## config.mk

```make
export PLATFORM = sky130hd
export DESIGN_NAME = srt_otf_quotient_reg_flat
export DESIGN_NICKNAME = d
export VERILOG_FILES = /design/src/rtl/srt_otf_quotient_reg_if.sv /design/src/rtl/srt_otf_quotient_reg.sv /design/src/flat_wrapper.sv
export SDC_FILE = /design/constraint.sdc
export NUM_CORES = 1
export LEC_CHECK = 0
export BUFFER_PORTS_ARGS = -buffer_cell sky130_fd_sc_hd__buf_2
export CORE_ASPECT_RATIO = 0.6
export CORE_MARGIN = 2
export CORE_UTILIZATION = 35
export CTS_BUF_LIST = sky130_fd_sc_hd__clkbuf_4 sky130_fd_sc_hd__clkbuf_8
export DETAILED_ROUTE_END_ITERATION = 10
export SLEW_MARGIN = 20
export SYNTH_ARGS = -nofsm -noshare
export SYNTH_HDL_FRONTEND = slang
export SYNTH_SLANG_ARGS = --single-unit
export TNS_END_PERCENT = 30
```

## constraint.sdc

```tcl
create_clock -name clk -period 2 [get_ports clk]
set_clock_uncertainty 0.15 [all_clocks]
set_input_delay 0.1 -clock clk [delete_from_list [all_inputs] [get_ports clk]]
set_output_delay 0.1 -clock clk [all_outputs]
set_load 0.01 [all_outputs]
```

## src/rtl/srt_otf_quotient_reg_if.sv

```systemverilog
// Digit/result bundle between the SRT digit-selection datapath and the quotient register.
// SRT_QSEL_CORR_EN adds rem_neg, the final remainder sign used for quotient correction.
interface srt_otf_quotient_reg_if #(
  parameter int WIDTH = 26
);
  logic             start;
  logic             digit_valid;
  logic [2:0]       digit;
`ifdef SRT_QSEL_CORR_EN
  logic             rem_neg;
`endif
  logic [WIDTH-1:0] q_out;
  logic [WIDTH-1:0] qm_out;
  logic             busy;
  logic             done;
  logic             err;

  modport master (
`ifdef SRT_QSEL_CORR_EN
    output rem_neg,
`endif
    output start, digit_valid, digit,
    input  q_out, qm_out, busy, done, err
  );

  modport slave (
`ifdef SRT_QSEL_CORR_EN
    input  rem_neg,
`endif
    input  start, digit_valid, digit,
    output q_out, qm_out, busy, done, err
  );
endinterface

```

## src/rtl/srt_otf_quotient_reg.sv

```systemverilog
// Radix-4 SRT quotient register with on-the-fly conversion into Q and QM = Q - 1.
// Optional macro SRT_QSEL_CORR_EN: q_out selects QM when the final remainder is negative.
module srt_otf_quotient_reg #(
  parameter int WIDTH = 26,
  parameter int NDIG  = 13
) (
  input logic                   clk,
  input logic                   resetn,
  srt_otf_quotient_reg_if.slave bus
);

  localparam int            CW   = $clog2(NDIG + 1);
  localparam logic [CW-1:0] LAST = CW'(NDIG - 1);

  // Codes 3'b011 (+3) and 3'b100 (-4) are outside the redundant digit set.
  function automatic logic digit_illegal(input logic [2:0] d);
    return (d == 3'b011) || (d == 3'b100);
  endfunction

  logic [WIDTH-1:0] q_r;
  logic [WIDTH-1:0] qm_r;
  logic [CW-1:0]    count_r;
  logic             busy_r;
  logic             done_r;
  logic             err_r;
  logic [WIDTH-1:0] q_nxt_s;
  logic [WIDTH-1:0] qm_nxt_s;
  logic [2:0]       dig_s;
  logic             accept_s;
  logic             last_s;

  // Digit acceptance and on-the-fly Q/QM append selection
  always_comb begin
    accept_s = bus.digit_valid && busy_r && !bus.start;
    last_s   = accept_s && (count_r == LAST);
    dig_s    = digit_illegal(bus.digit) ? 3'b000 : bus.digit;
    q_nxt_s  = q_r;
    qm_nxt_s = qm_r;
    case (dig_s)
      3'b001, 3'b010: begin
        q_nxt_s  = {q_r[WIDTH-3:0], dig_s[1:0]};
        qm_nxt_s = {q_r[WIDTH-3:0], dig_s[1:0] - 2'b01};
      end
      // negative digits borrow from QM: low bits are (4+d) and (3+d)
      3'b111, 3'b110: begin
        q_nxt_s  = {qm_r[WIDTH-3:0], dig_s[1:0]};
        qm_nxt_s = {qm_r[WIDTH-3:0], dig_s[1:0] - 2'b01};
      end
      3'b000: begin
        q_nxt_s  = {q_r[WIDTH-3:0], 2'b00};
        qm_nxt_s = {qm_r[WIDTH-3:0], 2'b11};
      end
      default: begin
        q_nxt_s  = {q_r[WIDTH-3:0], 2'b00};
        qm_nxt_s = {qm_r[WIDTH-3:0], 2'b11};
      end
    endcase
  end

  // Quotient registers, digit counter and status flags
  always_ff @(posedge clk) begin
    if (!resetn) begin
      q_r     <= {WIDTH{1'b0}};
      qm_r    <= {WIDTH{1'b1}};
      count_r <= {CW{1'b0}};
      busy_r  <= 1'b0;
      done_r  <= 1'b0;
      err_r   <= 1'b0;
    end else if (bus.start) begin
      q_r     <= {WIDTH{1'b0}};
      qm_r    <= {WIDTH{1'b1}};
      count_r <= {CW{1'b0}};
      busy_r  <= 1'b1;
      done_r  <= 1'b0;
      err_r   <= 1'b0;
    end else if (accept_s) begin
      q_r     <= q_nxt_s;
      qm_r    <= qm_nxt_s;
      count_r <= count_r + CW'(1'b1);
      if (last_s) begin
        busy_r <= 1'b0;
        done_r <= 1'b1;
      end
      if (digit_illegal(bus.digit)) begin
        err_r <= 1'b1;
      end
    end
  end

`ifdef SRT_QSEL_CORR_EN
  logic corr_r;

  // Remainder-sign flag: captured on the last digit and tracked while done
  always_ff @(posedge clk) begin
    if (!resetn || bus.start) begin
      corr_r <= 1'b0;
    end else if (last_s || done_r) begin
      corr_r <= bus.rem_neg;
    end
  end

  assign bus.q_out = (done_r && corr_r) ? qm_r : q_r;
`else
  assign bus.q_out = q_r;
`endif

  assign bus.qm_out = qm_r;
  assign bus.busy   = busy_r;
  assign bus.done   = done_r;
  assign bus.err    = err_r;

endmodule

```

## src/flat_wrapper.sv

```systemverilog
// flat-port wrapper written by rule: the top's interface ports become plain ports
module srt_otf_quotient_reg_flat 
#(
  parameter int WIDTH = 26,
  parameter int NDIG  = 13
)
  (clk, resetn, bus_start, bus_digit_valid, bus_digit, bus_q_out, bus_qm_out, bus_busy, bus_done, bus_err);
  srt_otf_quotient_reg_if #(.WIDTH(WIDTH)) bus_i ();
  input logic clk;
  input logic resetn;
  input wire logic [$bits(bus_i.start)-1:0] bus_start;
  input wire logic [$bits(bus_i.digit_valid)-1:0] bus_digit_valid;
  input wire logic [$bits(bus_i.digit)-1:0] bus_digit;
  output wire logic [$bits(bus_i.q_out)-1:0] bus_q_out;
  output wire logic [$bits(bus_i.qm_out)-1:0] bus_qm_out;
  output wire logic [$bits(bus_i.busy)-1:0] bus_busy;
  output wire logic [$bits(bus_i.done)-1:0] bus_done;
  output wire logic [$bits(bus_i.err)-1:0] bus_err;
  assign bus_i.start = bus_start;
  assign bus_i.digit_valid = bus_digit_valid;
  assign bus_i.digit = bus_digit;
  assign bus_q_out = bus_i.q_out;
  assign bus_qm_out = bus_i.qm_out;
  assign bus_busy = bus_i.busy;
  assign bus_done = bus_i.done;
  assign bus_err = bus_i.err;
  srt_otf_quotient_reg #(.WIDTH(WIDTH), .NDIG(NDIG)) u_core (.clk(clk), .resetn(resetn), .bus(bus_i));
endmodule
```

Word-level counts from Yosys, hierarchy flattened:

Cells that the tools add are included.

* flip-flop bits (word level): 59
* word-level logic and storage cells: 35

* add/sub/neg operators: 2
* equal/unequal tests: 7
* muxes and demuxes: 6
* bitwise gates (word level): 1
* reductions and logical operators: 13

Operators with widths (number)
* 26-bit case mux with 2 select lines: 2
* 3-bit equality test (second input constant): 3
* 3-bit by 2-bit equality test with 1-bit output (second input constant): 2
* 2-bit AND reduction: 3
* 2-bit OR reduction: 3
* 4-bit by 1-bit adder with 4-bit output (second input constant): 1
* 4-bit equality test (second input constant): 1
* 2-bit nonzero test: 2
* 3-bit by 1-bit equality test with 1-bit output (second input constant): 1
* 1-bit logical AND: 3
* 1-bit 2-to-1 mux: 3
* 3-bit 2-to-1 mux: 1
* 2-bit by 1-bit subtractor with 2-bit output (second input constant): 1
* 1-bit zero test: 1
* 1-bit logical OR: 1
* 1-bit inverter: 1

Logic depth before layout (Yosys ltp):

* depth after elaboration: 6
* depth in mapped cells: 10
* depth with buffers taken out: 7

Worst setup path after synthesis:

Ideal clock, no wire load.

* path type: input -> register
* from: input bus_digit[2]
* to: register u_core.qm_r[10] (netlist: u_core.bus.qm_out[10])
* setup time: 0.126 ns
* arrival: 1.466 ns
* data required time: 1.724 ns
* setup slack: 0.258 ns
* stages on the path: 8
* buffers on the path: 2
* cells stage by stage: buf_2 nand2b_1 and2_1 ha_1 o21ba_2 buf_4 o211ai_1 nand3_1

* word-level cells in the longest chain between the ends: 6

RTL lines
* start: declaration: RTL line flat_wrapper.sv:13 `input wire logic [$bits(bus_i.digit)-1:0] bus_digit;`
* 3-bit by 2-bit equality test with 1-bit output / 3-bit equality test (equally long branches): RTL line srt_otf_quotient_reg.sv:17 `return (d == 3'b011) || (d == 3'b100);`
* 1-bit logical OR: RTL line srt_otf_quotient_reg.sv:17
* 3-bit 2-to-1 mux (*): RTL line srt_otf_quotient_reg.sv:36 `dig_s = digit_illegal(bus.digit) ? 3'b000 : bus.digit;`
* 3-bit equality test, or another cell as far along: RTL line srt_otf_quotient_reg.sv:39 `case (dig_s)`
* 2-bit OR reduction: RTL line srt_otf_quotient_reg.sv:39
* 26-bit case mux with 2 select lines (*): RTL line srt_otf_quotient_reg.sv:39
* end signal: assignment: RTL line srt_otf_quotient_reg.sv:64 `qm_r <= {WIDTH{1'b1}};`
* end signal: assignment: RTL line srt_otf_quotient_reg.sv:71 `qm_r <= {WIDTH{1'b1}};`
* end signal: assignment: RTL line srt_otf_quotient_reg.sv:78 `qm_r <= qm_nxt_s;`
* end: declaration: RTL line srt_otf_quotient_reg.sv:21 `logic [WIDTH-1:0] qm_r;`

Mark *: on every way between the ends. The rest lies on a longest branch, timed or not.
A chain may end at the register's enable or synchronous reset.

Final worst setup path:

* from: input bus_digit[1]
* to: register u_core.qm_r[23] (netlist: u_core.bus.qm_out[23])

The elaborated chain is that of the path after synthesis.

==> flow_metrics.env <==
export IMPL_seq_area_frac_synth=0.418
export IMPL_nets=404
export IMPL_worstPathCellList="buf_2 > inv_1 > o21ai_0 > ha_1 > nand2b_2 > nor2_2 > o211ai_1 > nand3_1"
export IMPL_start_kind="input port"
export IMPL_drt_first_iter_violations=311
export IMPL_hp_class="in2reg"
export IMPL_async_flop_share=0
export IMPL_core_um2=7850
export IMPL_layout_commonest_cell="buf_2"
export IMPL_antenna_found_initial=0
export IMPL_critPathMaxFanout=24
export IMPL_dp_hpwl_mm=5.38
export IMPL_slew_violations=0
export IMPL_timing_fmax_mhz=579
export IMPL_avgSynthCellArea_um2=8.29
export IMPL_critPathSlowestCell="nor2_2"
export IMPL_synth_cells=341
export IMPL_rsz0062_at_grt="false"
export IMPL_run_status="completed"
export IMPL_endpoint_kind="register"
export IMPL_start_util=0.360
export IMPL_grt_overflow=0
export IMPL_antenna_cells=0
export IMPL_cts_sinks=59
export IMPL_clock_latency_ns=0.35
export IMPL_area_delta_synth_final_pct=20.5
export IMPL_clockBufferDepth=2
export IMPL_die_h_um=73.6
export IMPL_layout_common_cells="buf_2, dfxtp_1, nand3_1, nor2_1, nand2_1"
export IMPL_routedWlPerCell_um=16.7
export IMPL_slew_headroom=0.280
export IMPL_grt_pass1_vias=2608
export IMPL_nFillCells=804
export IMPL_area_sequential_um2=1180
export IMPL_slowest_delay_ns=0.81
export IMPL_drc=0
export IMPL_cts_hold_buf=3
export IMPL_total_power_w=0.00257
export IMPL_port_buffers=61
export IMPL_cts_buffers=9
export IMPL_cts_resized_gates=0
export IMPL_hold_violations=0
export IMPL_cts_tree="done"
export IMPL_syn_nets=351
export IMPL_finalSetupViolCount=0
export IMPL_p_leak_nw=1.18
export IMPL_multi_input_area_um2=1420
export IMPL_synth_flop_cell="dfxtp_1"
export IMPL_ant_nets=0
export IMPL_vdd_drop_max_mv=0.309
export IMPL_cts_root_buf="clkbuf_8"
export IMPL_routed_via_density=5.69
export IMPL_htreeDepth=3
export IMPL_crit_family="simple AND/OR/NAND/NOR gates"
export IMPL_track_usage=0.198
export IMPL_vias=2887
export IMPL_grt_max_degree=51
export IMPL_synth_warnings=0
export IMPL_die_area_um2=8840
export IMPL_synth_edff_count=0
export IMPL_crit_buf_inv=2
export IMPL_synth_cell_types=33
export IMPL_gp_congestion=0.735
export IMPL_maxCapViolCount=0
export IMPL_drive_gt1_frac=0.253
export IMPL_first_pass_iters=5
export IMPL_path_class="in2reg"
export IMPL_clkSlewWorstSetupHoldPaths_ns=0.06
export IMPL_period_needed_ns=1.73
export IMPL_tns_ns=0
export IMPL_postCtsSetupRepairBufs=0
export IMPL_crit_arrival_ns=1.87
export IMPL_rows=25
export IMPL_synth_area_um2=2830
export IMPL_grt_pass1_wl_mm=13.7
export IMPL_required_ns=2.14
export IMPL_die_w_um=120
export IMPL_p_per_area_nw_per_um2=756
export IMPL_ys_ff_latch=59
export IMPL_worst_slew_pin_slew_ns=1.08
export IMPL_io_pins=62
export IMPL_period_share=0.864
export IMPL_wl_mm=8.46
[layout make-up]
class | instances | area share
Clock buffer | 14 | 0.0510
Clock inverter | 2 | 0.00294
Inverter | 3 | 0.00331
Multi-Input combinational cell | 242 | 0.418
Sequential cell | 59 | 0.347
Tap cell | 108 | 0.0397
Timing Repair Buffer | 79 | 0.139
[final timing paths]
kind | start | to | slack, ns | cells past startpoint
worst min register to register | u_core.bus.err$_SDFFE_PP0P_ | u_core.bus.err$_SDFFE_PP0P_ | 0.32 | 2
worst max-delay path | bus_digit[1] | u_core.bus.qm_out[23]$_SDFFE_PP1P_ | 0.27 | 8
worst min-delay path | bus_digit[0] | u_core.bus.q_out[1]$_SDFFE_PP0P_ | 0.03 | 4
worst max register to register | u_core.bus.busy$_SDFFE_PN0P_ | u_core.bus.q_out[25]$_SDFFE_PP0P_ | 0.51 | 4
[state kept, by name, indices dropped and copies added (netlist names)]
name / cells
u_core.bus.q_out: 26
u_core.bus.qm_out: 26
u_core.bus.busy: 1
u_core.bus.err: 1
u_core.count_r: 4
u_core.bus.done: 1
[logic make-up (layout without fill, tap and decap cells)]
kind of cell	count (synthesis)	count (layout)	synth area share
xor+xnor	3	3	0.00929
simple gates	147	147	0.254
fa+ha+maj	3	3	0.0133
flops	59	59	0.418
compound gates	89	89	0.225
buf+inv	40	98	0.0810
[worst register-to-register path, delay by kind of cell, from the launching register on]
| family | cells | cell delay [ns] |
|---|---|---|
| AOI/OAI and AO/OA | 1 | 0.29 |
| buffers and inverters | 1 | 0.28 |
| DFF | 1 | 0.39 |
| and+or+nand+nor | 2 | 0.28 |
[through the flow]
step	util	instance area, µm²	setup slack (ns)	instances	hold slack [ns]
final	0.434	3410	0.272	507	0.0297
after global routing	0.434	3410	0.0526	507	0.0722
after CTS	0.434	3410	0.310	507	0.0178
after detailed placement	0.407	3190	-0.0571	488	0.213
after global placement	0.407	3190	-0.0119	488	0.210
after floorplan	-	2830	0.258	341	0.0607
[synth_stat cells, types with 4 or more instances]
cell       n  area share
dfxtp_1   59        0.42
nand3_1   48       0.085
nor2_1    31       0.041
nand2_1   30       0.040
a21oi_1   28       0.050
a311oi_1  25       0.077
nand4_1   25       0.055
o211ai_1  24       0.064
buf_2     15       0.027
buf_4     10       0.027
clkbuf_1   7      0.0093
o21ai_0    5      0.0088
nand2b_1   4      0.0088
[metal layers]
metal	GRT usage	vias up	wire [µm]
li1	-	1380	-
met1	0.287	1391	4190
met2	0.278	104	3480
met3	0.0637	12	671
met4	0.0601	0	116
met5	0	-	0
[power breakdown]
group	total (W)	switching [W]	internal, W
Sequential	0.00124	0.0000343	0.00121
Clock	0.00103	0.000474	0.000555
Combinational	0.000304	0.000197	0.000107
Total	0.00257	0.000705	0.00187
(Power assumes the default switching activity.)
